[src/rtl/pipe_pkg.sv]
// ---------------------------------------------------------------------------
// pipe_pkg
// Shared definitions for the reusable pipeline-stage register.
//   - Packed bundle widths for each stage boundary (IF/ID, ID/EX, EX/MEM, MEM/WR)
//   - Control-field offsets and the derived per-stage KILL_MASK constants
//   - 2-bit occupancy encoding of a stage register (EMPTY, ONE, FULL)
// ---------------------------------------------------------------------------
package pipe_pkg;

    // Packed bundle widths per stage boundary.
    localparam int IFID_W  = 64;
    localparam int IDEX_W  = 128;
    localparam int EXMEM_W = 96;
    localparam int MEMWR_W = 72;

    // Widest bundle any mask helper has to cover.
    localparam int MASK_MAX_W = 128;

    // Control fields sit at the bottom of each bundle so that the kill
    // masks stay stable when datapath fields are added above them.
    localparam int EXMEM_CP0OP_LSB = 0;
    localparam int EXMEM_CP0OP_W   = 3;
    localparam int EXMEM_REGWR_BIT = 3;
    localparam int EXMEM_MEMWR_BIT = 4;

    localparam int MEMWR_CP0OP_LSB = 0;
    localparam int MEMWR_CP0OP_W   = 3;
    localparam int MEMWR_REGWR_BIT = 3;

    // Contiguous run of 'width' ones starting at bit 'lsb'.
    function automatic logic [MASK_MAX_W-1:0] field_mask(input int lsb, input int width);
        logic [MASK_MAX_W-1:0] ones;
        ones = (MASK_MAX_W'(1) << width) - MASK_MAX_W'(1);
        return ones << lsb;
    endfunction

    // Killing a stage clears every field that would change architectural
    // state, so the instruction continues as a harmless bubble.
    localparam logic [EXMEM_W-1:0] EXMEM_KILL_MASK = EXMEM_W'(
        field_mask(EXMEM_CP0OP_LSB, EXMEM_CP0OP_W) |
        field_mask(EXMEM_REGWR_BIT, 1) |
        field_mask(EXMEM_MEMWR_BIT, 1));

    localparam logic [MEMWR_W-1:0] MEMWR_KILL_MASK = MEMWR_W'(
        field_mask(MEMWR_CP0OP_LSB, MEMWR_CP0OP_W) |
        field_mask(MEMWR_REGWR_BIT, 1));

    // Occupancy of a stage register: main entry only, or main plus skid.
    typedef enum logic [1:0] {
        ST_EMPTY = 2'd0,
        ST_ONE   = 2'd1,
        ST_FULL  = 2'd2
    } stage_state_e;

endpackage

[src/rtl/pipe_skid_entry.sv]
// ---------------------------------------------------------------------------
// pipe_skid_entry
// One DATA_W-bit entry of a stage register with load / clear / mask controls.
// Priority at the clock edge: clear (to RESET_VAL) over load-then-mask.
// Ports:
//   clk, rst        clock, asynchronous active-high reset (-> RESET_VAL)
//   i_clear         force the entry to RESET_VAL
//   i_load, i_data  capture i_data
//   i_kill          AND the value being written with ~MASK
//   o_data          registered entry contents
// ---------------------------------------------------------------------------
module pipe_skid_entry #(
    parameter int                 DATA_W    = 32,
    parameter logic [DATA_W-1:0]  RESET_VAL = '0,
    parameter logic [DATA_W-1:0]  MASK      = '0
) (
    input  logic              clk,
    input  logic              rst,
    input  logic              i_clear,
    input  logic              i_load,
    input  logic [DATA_W-1:0] i_data,
    input  logic              i_kill,
    output logic [DATA_W-1:0] o_data
);

    logic [DATA_W-1:0] r_data;
    logic [DATA_W-1:0] w_next;

    // NOTE: every path through a combinational block must assign its
    // outputs; the leading default below is what keeps this latch-free.
    always_comb begin
        w_next = r_data;
        if (i_load) begin
            w_next = i_data;
        end
        // The mask applies to whatever is about to be stored: the held
        // value or the freshly loaded one.
        if (i_kill) begin
            w_next = w_next & ~MASK;
        end
        if (i_clear) begin
            w_next = RESET_VAL;
        end
    end

    // NOTE: clocked state uses non-blocking assignments so every register
    // samples pre-edge values regardless of evaluation order.
    always_ff @(posedge clk or posedge rst) begin
        if (rst) begin
            r_data <= RESET_VAL;
        end else begin
            r_data <= w_next;
        end
    end

    assign o_data = r_data;

endmodule

[src/rtl/pipe_stage_reg.sv]
// ---------------------------------------------------------------------------
// pipe_stage_reg
// Reusable pipeline-stage register with valid/ready flow control and a
// 2-entry skid buffer (main + skid), synchronous flush and field-selective
// kill of the main entry.
// Optional: define PIPE_STAGE_STALL_CNT_EN to add the saturating stall_cnt
// output (cycles with in_valid & !in_ready; cleared by rst only).
// Ports:
//   clk, rst             clock, asynchronous active-high reset
//   in_valid/in_ready    upstream handshake; in_ready depends only on state
//   in_data              upstream bundle
//   out_valid/out_ready  downstream handshake
//   out_data             main entry
//   flush                drop both entries (highest priority)
//   kill                 AND the value written into main with ~KILL_MASK
//   stall_cnt            stall-cycle counter (PIPE_STAGE_STALL_CNT_EN only)
// ---------------------------------------------------------------------------
module pipe_stage_reg
    import pipe_pkg::*;
#(
    parameter int                 DATA_W    = 32,
    parameter logic [DATA_W-1:0]  KILL_MASK = {DATA_W{1'b0}},
    parameter logic [DATA_W-1:0]  RESET_VAL = {DATA_W{1'b0}}
) (
    input  logic              clk,
    input  logic              rst,
    input  logic              in_valid,
    output logic              in_ready,
    input  logic [DATA_W-1:0] in_data,
    output logic              out_valid,
    input  logic              out_ready,
    output logic [DATA_W-1:0] out_data,
    input  logic              flush,
    input  logic              kill
`ifdef PIPE_STAGE_STALL_CNT_EN
    ,
    output logic [31:0]       stall_cnt
`endif
);

    stage_state_e      r_state;
    stage_state_e      w_state_next;

    logic              w_main_valid;
    logic              w_skid_valid;
    logic              w_accept;
    logic              w_emit;

    logic              w_main_load;
    logic              w_main_from_skid;
    logic              w_main_clear;
    logic              w_main_kill;
    logic              w_skid_load;
    logic              w_skid_clear;
    logic [DATA_W-1:0] w_main_load_data;
    logic [DATA_W-1:0] w_skid_data;

    assign w_main_valid = (r_state != ST_EMPTY);
    assign w_skid_valid = (r_state == ST_FULL);

    // in_ready comes straight from state, so a downstream stall never
    // reaches the upstream stage combinationally.
    assign in_ready  = ~w_skid_valid;
    assign out_valid = w_main_valid;

    assign w_accept = in_valid & in_ready;
    assign w_emit   = w_main_valid & out_ready;

    // Kill only matters for a live entry; on an empty stage it is ignored.
    assign w_main_kill = kill & w_main_valid;

    always_ff @(posedge clk or posedge rst) begin
        if (rst) begin
            r_state <= ST_EMPTY;
        end else begin
            r_state <= w_state_next;
        end
    end

    always_comb begin
        w_state_next     = r_state;
        w_main_load      = 1'b0;
        w_main_from_skid = 1'b0;
        w_main_clear     = 1'b0;
        w_skid_load      = 1'b0;
        w_skid_clear     = 1'b0;

        if (flush) begin
            // Any concurrent accept is dropped; a concurrent emit has
            // already happened on the bus this cycle.
            w_state_next = ST_EMPTY;
            w_main_clear = 1'b1;
            w_skid_clear = 1'b1;
        end else begin
            unique case (r_state)
                ST_EMPTY: begin
                    if (w_accept) begin
                        w_main_load  = 1'b1;
                        w_state_next = ST_ONE;
                    end
                end
                ST_ONE: begin
                    if (w_accept && w_emit) begin
                        w_main_load = 1'b1;
                    end else if (w_accept) begin
                        w_skid_load  = 1'b1;
                        w_state_next = ST_FULL;
                    end else if (w_emit) begin
                        w_state_next = ST_EMPTY;
                    end
                end
                ST_FULL: begin
                    if (w_emit) begin
                        w_main_load      = 1'b1;
                        w_main_from_skid = 1'b1;
                        w_skid_clear     = 1'b1;
                        w_state_next     = ST_ONE;
                    end
                end
                default: begin
                    w_state_next = ST_EMPTY;
                end
            endcase
        end
    end

    assign w_main_load_data = w_main_from_skid ? w_skid_data : in_data;

    pipe_skid_entry #(
        .DATA_W    (DATA_W),
        .RESET_VAL (RESET_VAL),
        .MASK      (KILL_MASK)
    ) u_main (
        .clk     (clk),
        .rst     (rst),
        .i_clear (w_main_clear),
        .i_load  (w_main_load),
        .i_data  (w_main_load_data),
        .i_kill  (w_main_kill),
        .o_data  (out_data)
    );

    // The skid entry is never masked; kill acts when it is promoted.
    pipe_skid_entry #(
        .DATA_W    (DATA_W),
        .RESET_VAL (RESET_VAL),
        .MASK      ({DATA_W{1'b0}})
    ) u_skid (
        .clk     (clk),
        .rst     (rst),
        .i_clear (w_skid_clear),
        .i_load  (w_skid_load),
        .i_data  (in_data),
        .i_kill  (1'b0),
        .o_data  (w_skid_data)
    );

`ifdef PIPE_STAGE_STALL_CNT_EN
    logic [31:0] r_stall_cnt;
    logic        w_stall;

    assign w_stall = in_valid & ~in_ready;

    // Flush deliberately leaves the count alone; only rst clears it.
    always_ff @(posedge clk or posedge rst) begin
        if (rst) begin
            r_stall_cnt <= 32'd0;
        end else if (w_stall && (r_stall_cnt != 32'hFFFF_FFFF)) begin
            r_stall_cnt <= r_stall_cnt + 32'd1;
        end
    end

    assign stall_cnt = r_stall_cnt;
`endif

endmodule

[config.mk]
export PLATFORM = sky130hd
export DESIGN_NAME = pipe_stage_reg
export DESIGN_NICKNAME = d
export VERILOG_FILES = /design/src/rtl/pipe_pkg.sv /design/src/rtl/pipe_skid_entry.sv /design/src/rtl/pipe_stage_reg.sv
export SDC_FILE = /design/constraint.sdc
export NUM_CORES = 1
export LEC_CHECK = 0
export BUFFER_PORTS_ARGS = -buffer_cell sky130_fd_sc_hd__clkbuf_2
export CAP_MARGIN = 20
export CORE_ASPECT_RATIO = 0.9
export CORE_MARGIN = 3
export CORE_UTILIZATION = 32
export CTS_CLUSTER_DIAMETER = 150
export DETAILED_ROUTE_END_ITERATION = 8
export PLACE_DENSITY = 0.51
export SYNTH_ARGS = -nofsm -noshare
export SYNTH_HDL_FRONTEND = slang
export SYNTH_SLANG_ARGS = --single-unit
[constraint.sdc]
create_clock -name clk -period 4.5 [get_ports clk]
set_input_delay 0.225 -clock clk [delete_from_list [all_inputs] [get_ports clk]]
set_output_delay 0.225 -clock clk [all_outputs]
set_load 0.05 [all_outputs]
### Yosys cells after proc, flatten, opt, wreduce, memory -nomap -nowiden

Cells that the tools add are included.

* register bits: 66
* input bits: 38
* output and inout bits: 34
* word-level logic and storage cells: 42

* equality and inequality tests: 6
* muxes and demuxes: 24
* bitwise gates (word level): 3
* reductions and logical operators: 6

Operators with widths (number)
* two-way mux 32 bit: 5
* two-way mux 2 bit: 6
* two-way mux 1 bit: 11
* inequality test 3 bit, second input constant: 2
* case mux 2 bit (3 select lines): 1
* nonzero test 2 bit: 3
* inequality test 4 bit, second input constant: 1
* AND reduction 4 bit: 1
* inequality test 3 x 2 -> 1 bit, second input constant: 1
* case mux 1 bit (3 select lines): 1
* bitwise AND 1 bit: 2
* == test 2 x 1 -> 1 bit, second input constant: 1
* == test 2 bit, second input constant: 1
* zero test 2 bit: 1
* logical AND 1 bit: 1
* NOT 1 bit: 1

### Logic depth before layout (Yosys ltp)

Gate-level depths: netlist of run 1.

* depth in word-level cells: 9
* gate-level depth with buffers: 6
* depth with buffers taken out: 4

### Cells and area by module

Synthesis of run 1 repeated with hierarchy kept, for this count alone.

* cell total of the unflattened synthesis: 262
* area total of the unflattened synthesis: 3368.2 µm²

Modules (own cells, without submodules)
* pipe_skid_entry: times used 2, cells each 104, area an instance 1327.5 µm², sequential area each 800.8 µm²
* pipe_stage_reg: times used 1, cells each 54, area an instance 713.2 µm², sequential area each 50.0 µm²

### Worst setup path after synthesis of run 1

No wires, ideal clock.

* path type: register to register
* start point: reg r_state[0]
* end point: reg u_main.r_data[0] (netlist: u_main.o_data[0])
* setup time: 0.125 ns
* arrival time: 1.379 ns
* data required time: 4.375 ns
* slack: 2.996 ns
* cell stages (with the launch flop): 6
* buffers on the path: 1
* period minus slack after synthesis: 1.504 ns
* cell sequence: dfrtp_1 > nor2b_2 > o21ai_2 > o211ai_4 > buf_6 > mux2_4

* word-level cells in the longest chain between the ends: 8
* elaborated cells between the ends (all ways): 19
* classes of those cells: eq/ne: 2; mux: 10; bitwise: 3; reduce/logical: 4

RTL lines
* start, declared: line pipe_stage_reg.sv:41 `stage_state_e r_state;`
* start signal, assigned: line pipe_stage_reg.sv:76 `r_state <= w_state_next;`
* == test 2 bit / nonzero test 2 bit (equally long branches): line pipe_stage_reg.sv:59, pipe_stage_reg.sv:95, pipe_stage_reg.sv:58
* NOT 1 bit / bitwise AND 1 bit (equally long branches): line pipe_stage_reg.sv:63, pipe_stage_reg.sv:67
* bitwise AND 1 bit / two-way mux 1 bit (equally long branches): line pipe_stage_reg.sv:66, pipe_stage_reg.sv:113
* logical AND 1 bit / two-way mux 1 bit (equally long branches): line pipe_stage_reg.sv:103, pipe_stage_reg.sv:95
* two-way mux 1 bit, on equally long branches: line pipe_stage_reg.sv:103, pipe_stage_reg.sv:88
* case mux 1 bit (3 select lines) / two-way mux 32 bit (equally long branches): line pipe_stage_reg.sv:95, pipe_stage_reg.sv:127
* two-way mux 1 bit / two-way mux 32 bit (equally long branches): line pipe_stage_reg.sv:88, pipe_skid_entry.sv:33
* nonzero test 2 bit (no source line) / two-way mux 32 bit (equally long branches)
* end signal, assigned: line pipe_skid_entry.sv:52 `r_data <= w_next;`
* end, declared: line pipe_skid_entry.sv:26 `logic [DATA_W-1:0] r_data;`

Parallel ways exist; a longest one is shown, timed or not. The select of a mux whose other input is x is not followed.
A chain may end at the register's enable or synchronous reset.

### Final worst setup path of run 1

* start point: reg r_state[1]
* end point: reg u_main.r_data[31] (netlist: u_main.o_data[31])

The elaborated chain is that of the path after synthesis.

==> out/metrics.yaml, run 1 <==
global_route:
  grt_pass1_vias: 2135
  top_usage_layer: "met2"
  grt_pass1_wl_mm: 11.19
  use_met3_pct: 4.060
  use_met1_pct: 18.13
  grt-ovfl-total: 0
  antenna_found_initial: 0
  use_met2_pct: 21.39
  grt_usage_pct: 13.61
  grt_max_degree: 67
placement:
  place.gp.congestion: 0.7101
  post-place-ws_ns: 2.113
  port-buffer-count: 70
  dpl.hpwl_mm: 4.291
yosys:
  synth-adder-area-share_pct: 0
  ys_seq_elements: 66
  synth_cell_types: 21
  synth_flop_cell: "dfrtp_1"
  synthCells: 266
  synth-xor-area-share_pct: 0
  synth_top_family_by_area: "compound AO/OA/AOI/OAI gates"
  synth.area.mux_share_pct: 15.82
  syn_area_sq_mm: 0.003053
  synth_edf_count: 0
  seq_area_frac_synth_pct: 54.10
  netlist.area_leader.share_pct: 54.10
  synth_area_leaders: "dfrtp_1 (54%), mux2_4 (15%), a22o_1 (9.2%), nand2_1 (8.0%), a21oi_1 (5.6%)"
  synth-simple-area-share_pct: 10.16
  synth.cells.most_frequent: "dfrtp_1 (66), nand2_1 (65), a21oi_1 (34), a22o_1 (32), mux2_4 (30)"
  async_flop_share_pct: 100.0
  yosys_warnings: 0
  synth_nets: 304
  yosys.area.top_type: "dfrtp_1"
  synth.most_common_cell: "dfrtp_1"
  syn_avg_cell_area_sq_um: 11.48
  synth_compound_area_share_pct: 16.02
clock_network:
  h-tree-depth: 3
  root_buffer: "clkbuf_8"
  cts_setup_buffers: 0
  clk_transition_reported_paths_ns: 0.08
  cts_tree: "built"
  cts-resized-gates: 0
  clock-sinks: 66
  cts-hold-fix-buffers: 0
  cts_buffers: 9
  clk_latency_ns: 0.33
  cts_max_path_buffers: 2
setup_path:
  path_delay_family: "compound AO/OA/AOI/OAI gates"
  crit_slowest_cell: "o211ai_4"
  end_kind: "register"
  critPathRequiredTime_ns: 4.72
  cp_max_fo: 17
  critPathMaxStageDelay_ns: 0.75
  path_buf_inv: 1
  worstSetupPathType: "reg -> reg"
  cp-start-kind: "register"
  cp_cell_sequence: "nand2b_1, o211ai_4, buf_4, mux2_2"
  crit_arrival_ns: 2.58
finish:
  diodes: 0
  layout.nets: 369
  fillers: 918
  area_growth_pct: 22.42
  layout-drive-gt1-share_pct: 38.10
timing:
  finalSetupViolCount: 0
  fin_setup_tns_ns: 0
  finalCritPeriodShare_pct: 52.43
  timing.fmax_ghz: 0.4238
  hold_violations: 0
  rsz0062_at_grt: "false"
  worst_pin_slew_ns: 0.9634
  period_minus_slack_ns: 2.359
  relSlewSlack_pct: 35.63
  slew_viol_final: 0
  setup_ws_ns: 2.141
  skew_ns: 0.008610
detailed_routing:
  wirelength_mm: 6.878
  routedWlPerCell_um: 15.02
  via_count: 2163
  drc: 0
  drt_iter0_drc: 80
  first_pass_iters: 4
  ant_nets: 0
  vias_per_cell: 4.723
pwr:
  power.density_mw_per_mm2: 411.7
  p_leak_uw: 0.001868
  power_uw: 1539
  ir_drop_uv: 170.6
die:
  die_h_um: 98.66
  initial_core_util_pct: 33.16
  core_sq_mm: 0.009208
  die_width_um: 109.0
  rows: 33
  ioPinCount: 72
  die-area_sq_mm: 0.01075
status:
  status: "finished, final reports clean"
job:
  drv_cap: 0
hold_path:
  hold_path.class: "in -> reg"
## tightest hold or removal path, stage by stage
cell      delay, ns
clkbuf_2       0.09
nand2_1        0.05
a21oi_1        0.05
## cell type report
| cell class | count | area, sq um | share of cell area (%) |
|---|---|---|---|
| clock buffer | 12 | 145.1 | 3.883 |
| clock inverter | 4 | 98.84 | 2.645 |
| inverter | 3 | 11.26 | 0.3013 |
| multi-input combinational | 178 | 1305 | 34.92 |
| sequential | 66 | 1652 | 44.19 |
| tap | 122 | 152.6 | 4.084 |
| timing repair buffer | 73 | 372.9 | 9.977 |
## worst paths after layout
kind | start | endpoint | slack (ns) | cells past startpoint
max | r_state[1] | u_main.o_data[31] | 2.14 | 4
min | in_data[5] | u_skid.o_data[5] | 0.11 | 3
max reg2reg | r_state[1] | u_main.o_data[31] | 2.14 | 4
min reg2reg | u_main.o_data[30] | u_main.o_data[30] | 0.51 | 1
max in group asynchronous | rst | u_main.o_data[22] | 3.82 | 3
min in group asynchronous | rst | u_main.o_data[20] | 0.14 | 3
## report_power, final
group	total (uW)	switching [uW]	internal, uW
Combinational	278	184	93.5
Clock	613	228	385
Sequential	649	21.1	627
## layer usage
metal / share of wire [%] / up-vias
li1: - / 1055
met1: 46 / 1053
met2: 47 / 47
met3: 5.1 / 8
met4: 1.2 / 0
met5: 0 / -
## cells by family after synthesis
group	after synthesis
compound gates	69
buf+inv	22
flops	66
mux	33
simple gates	76
## sequential cells by signal (all words and copies together), names as in the netlist
signal and cells:
r_state 2, u_skid.o_data 32, u_main.o_data 32
## stage by stage
stage	hold slack, ns	cells	utilization (%)	area [sq um]
2_1_floorplan	0.2881	266	-	3053
3_3_place_gp	0.4582	442	37.94	3493
3_5_place_dp	0.4645	442	37.94	3493
4_1_cts	0.09543	458	40.59	3737
5_1_grt	0.1006	458	40.59	3737
6_report	0.1091	458	40.59	3737
## layout by cell type, fill, tap and decap left out, types with 3 or more instances in the layout
cell and count:
clkbuf_2 70, dfrtp_1 66, nand2_1 65, a21oi_1 34
a22o_1 32, mux2_4 30, clkbuf_8 10, nand2b_1 3
bufinv_16 3, buf_4 3
(Power assumes the default switching activity.)
==> run 2, diff against run 1 <==
--- a/config.mk
+++ b/config.mk
@@ -5,6 +5,7 @@
 export SDC_FILE = /design/constraint.sdc
 export NUM_CORES = 1
 export LEC_CHECK = 0
+export ABC_AREA = 1
 export BUFFER_PORTS_ARGS = -buffer_cell sky130_fd_sc_hd__clkbuf_2
 export CAP_MARGIN = 20
 export CORE_ASPECT_RATIO = 0.9
@@ -12,7 +13,7 @@
 export CORE_UTILIZATION = 32
 export CTS_CLUSTER_DIAMETER = 150
 export DETAILED_ROUTE_END_ITERATION = 8
-export PLACE_DENSITY = 0.51
+export PLACE_DENSITY = 0.5
 export SYNTH_ARGS = -nofsm -noshare
 export SYNTH_HDL_FRONTEND = slang
 export SYNTH_SLANG_ARGS = --single-unit
==> constraint.sdc (replaced) <==
create_clock -name clk -period 2.4 [get_ports clk]
set_input_delay 0.12 -clock clk [delete_from_list [all_inputs] [get_ports clk]]
set_output_delay 0.12 -clock clk [all_outputs]
set_load 0.05 [all_outputs]
==> run 2 against run 1 <==
  * Total power is 100% higher
  * Worst hold slack worse by 0.069 ns
  * Fmax is 27% higher
  * Clock power is 110% higher
  * Sequential cell count stayed put
  * First-iteration DRC count is 150% higher
  * Critical endpoint is now u_skid.o_data[6]
==> out/metrics.yaml, run 2 <==
setup_path:
  crit_slowest_cell: "nor2_4"
  end_kind: "register"
  cp-start-kind: "register"
  worstSetupPathType: "reg -> reg"
  cp_cell_sequence: "inv_1, nand2_1, nor2_4, nor2_4, nand2_1, nand2_1"
  crit_arrival_ns: 2.12  # -0.46 ns
  path_common_cell: "nand2_1"
  path_buf_inv: 1  # unchanged
  path_delay_family: "simple AND/OR/NAND/NOR gates"
  cp_max_fo: 32  # +15
  critPathMaxStageDelay_ns: 0.62  # -0.13 ns
  critPathRequiredTime_ns: 2.66  # -2.06 ns
timing:
  hold_violations: 0  # unchanged
  finalCritPeriodShare_pct: 77.34  # +25 points
  timing.fmax_ghz: 0.5388  # +27%
  rsz0062_at_grt: "false"
  slew_viol_final: 0  # unchanged
  finalSetupViolCount: 0  # unchanged
  skew_ns: 0.003819  # -0.004791 ns
  fin_setup_tns_ns: 0  # unchanged
  period_minus_slack_ns: 1.856  # -0.5034 ns
  worst_pin_slew_ns: 0.7944  # -0.1690 ns
  relSlewSlack_pct: 46.92  # +11 points
finish:
  layout.nets: 518  # +40%
  fillers: 1081  # +18%
  layout_commonest_cell: "nand2_1"
  layout-drive-gt1-share_pct: 26.50  # -12 points
  mostFrequentLayoutCells: "nand2_1 (168), nand3_1 (78), clkbuf_2 (70)"
  area_growth_pct: 18.89
  diodes: 0  # unchanged
  fin_util_pct: 39.67  # -0.92 points
yosys:
  ys_seq_elements: 66  # unchanged
  syn_area_sq_mm: 0.003463  # +13%
  syn_avg_cell_area_sq_um: 8.188  # -29%
  synth_area_leaders: "dfrtp_1 (48%), nand2_1 (18%), nand3_1 (11%), nand3_2 (5.8%), nand4_1 (5.8%)"
  synth_nets: 461  # +52%
  synth_cell_types: 20  # -4.8%
  async_flop_share_pct: 100.0  # unchanged
  yosys.area.top_type: "dfrtp_1"
  synthCells: 423  # +59%
  synth_flop_cell: "dfrtp_1"
  synth.most_common_cell: "nand2_1"
  yosys_warnings: 0  # unchanged
  seq_area_frac_synth_pct: 47.69  # -6.4 points
  synth.cells.most_frequent: "nand2_1 (168), nand3_1 (78), dfrtp_1 (66), nand4_1 (32), nand3_2 (20)"
  synth_edf_count: 0  # unchanged
  netlist.area_leader.share_pct: 47.69  # -6.4 points
global_route:
  grt_pass1_wl_mm: 16.17  # +45%
  antenna_found_initial: 0  # unchanged
  grt_pass1_vias: 3106  # +45%
  grt_max_degree: 67  # unchanged
  grt_usage_pct: 16.93  # +3.3 points
  grt-ovfl-total: 0  # unchanged
placement:
  dpl.hpwl_mm: 5.979  # +39%
  place.gp.congestion: 0.7288  # +2.6%
  port-buffer-count: 70  # unchanged
detailed_routing:
  drc: 0  # unchanged
  vias_per_cell: 5.039  # +6.7%
  wirelength_mm: 9.799  # +42%
  drt_iter0_drc: 199  # +150%
  routedWlPerCell_um: 16.01  # +6.6%
  via_count: 3084  # +43%
  ant_nets: 0  # unchanged
  first_pass_iters: 5  # +1
pwr:
  ir_drop_uv: 284.3  # +67%
  power.density_mw_per_mm2: 759.1  # +84%
  p_leak_uw: 0.002276  # +22%
clock_network:
  cts_buffers: 9  # unchanged
  h-tree-depth: 3  # unchanged
  clk_latency_ns: 0.32  # about the same
  root_buffer: "clkbuf_16"
  clock-sinks: 66  # unchanged
  cts_tree: "built"
  cts_max_path_buffers: 2  # unchanged
  clk_transition_reported_paths_ns: 0.05  # -0.03 ns
status:
  status: "finished, final reports clean"
die:
  core_sq_mm: 0.01038  # +13%
  rows: 35  # +6.1%
  initial_core_util_pct: 33.37  # +0.21 points
  die-area_sq_mm: 0.01211  # +13%
  die_width_um: 115.7  # +6.1%
  ioPinCount: 72  # unchanged
  die_h_um: 104.7  # +6.1%
hold_path:
  hold_path.class: "in -> reg"
job:
  drv_cap: 0  # unchanged
run 2: cell types whose count changed after synthesis, moves of 6 or more:
| cell | before | now |
|---|---|---|
| nand2_1 | 65 | 168 |
| nand3_1 | 0 | 78 |
| a21oi_1 | 34 | 0 |
| a22o_1 | 32 | 0 |
| nand4_1 | 0 | 32 |
| mux2_4 | 30 | 0 |
| nand3_2 | 0 | 20 |
| buf_6 | 3 | 9 |
run 2: kinds of logic (layout without fill, tap and decap cells):
family          count (synthesis)  count (layout)  share of synthesized area [%]
simple gates                  311             311                          43.79
flops                          66              66                          47.69
buf+inv                        44             104                          8.237
compound gates                  2               2                         0.2890
run 2: final timing paths:
kind,cells after the start,slack (ns),end,start
max,6,0.54,u_skid.o_data[6],r_state[1]
max reg2reg,6,0.54,u_skid.o_data[6],r_state[1]
min in group asynchronous,4,0.37,u_main.o_data[27],rst
min reg2reg,2,0.47,u_skid.o_data[9],u_skid.o_data[9]
min,3,0.04,u_skid.o_data[10],in_data[10]
max in group asynchronous,4,1.67,u_skid.o_data[25],rst
run 2: power breakdown:
group / leakage [uW] / total, uW / internal, uW / switching (uW)
logic: 0.00124 / 596 / 136 / 460
registers: 0.000885 / 1230 / 1180 / 49.1
clock network: 0.000147 / 1300 / 844 / 452
total: 0.00228 / 3130 / 2160 / 961
run 2: cell type report:
class                           count  area [sq um]  share of cell area [%]
Multi-Input combinational cell    313          1526                   37.07
Tap cell                          129         161.4                   3.920
Inverter                            8         30.03                  0.7293
Clock inverter                      3         40.04                  0.9723
Timing Repair Buffer               82         455.4                   11.06
Sequential cell                    66          1652                   40.11
Clock buffer                       11         252.7                   6.138
run 2: per-stage QoR:
step | hold slack [ns] | instance area (sq um) | std cells | power, uW | setup WS [ns]
CTS | 0.02885 | 4118 | 612 | 3169 | 0.5585
floorplan | 0.2645 | 3463 | 423 | 1692 | 0.6252
finish | 0.04040 | 4118 | 612 | 3126 | 0.5439
global route | 0.03886 | 4118 | 612 | 3277 | 0.3699
detailed placement | 0.2121 | 3815 | 597 | 1855 | 0.5641
global placement | 0.2154 | 3815 | 597 | 1851 | 0.6021
run 2: worst reg2reg max path: cells and delay by family, from the launching register on:
| kind | cells | cell delay [ns] |
|---|---|---|
| buffers and inverters | 1 | 0.15 |
| and+or+nand+nor | 5 | 1.03 |
| DFF | 1 | 0.61 |
run 2: per-layer routing:
layer	GRT usage [%]	vias to the layer above	wire, um	share of wire (%)
li1	-	1508	-	-
met1	25.29	1460	4649	47
met2	24.30	110	4389	45
met3	3.822	6	679	6.9
met4	5.054	0	80	0.82
met5	0	-	0	0
run 2: what timing repair did:
action / CTS / global route
setup buffers: 0 / 0
hold buffers: 1 / 0
endpoints found under the hold margin: 66 / 0
gates resized for setup: 0 / 0
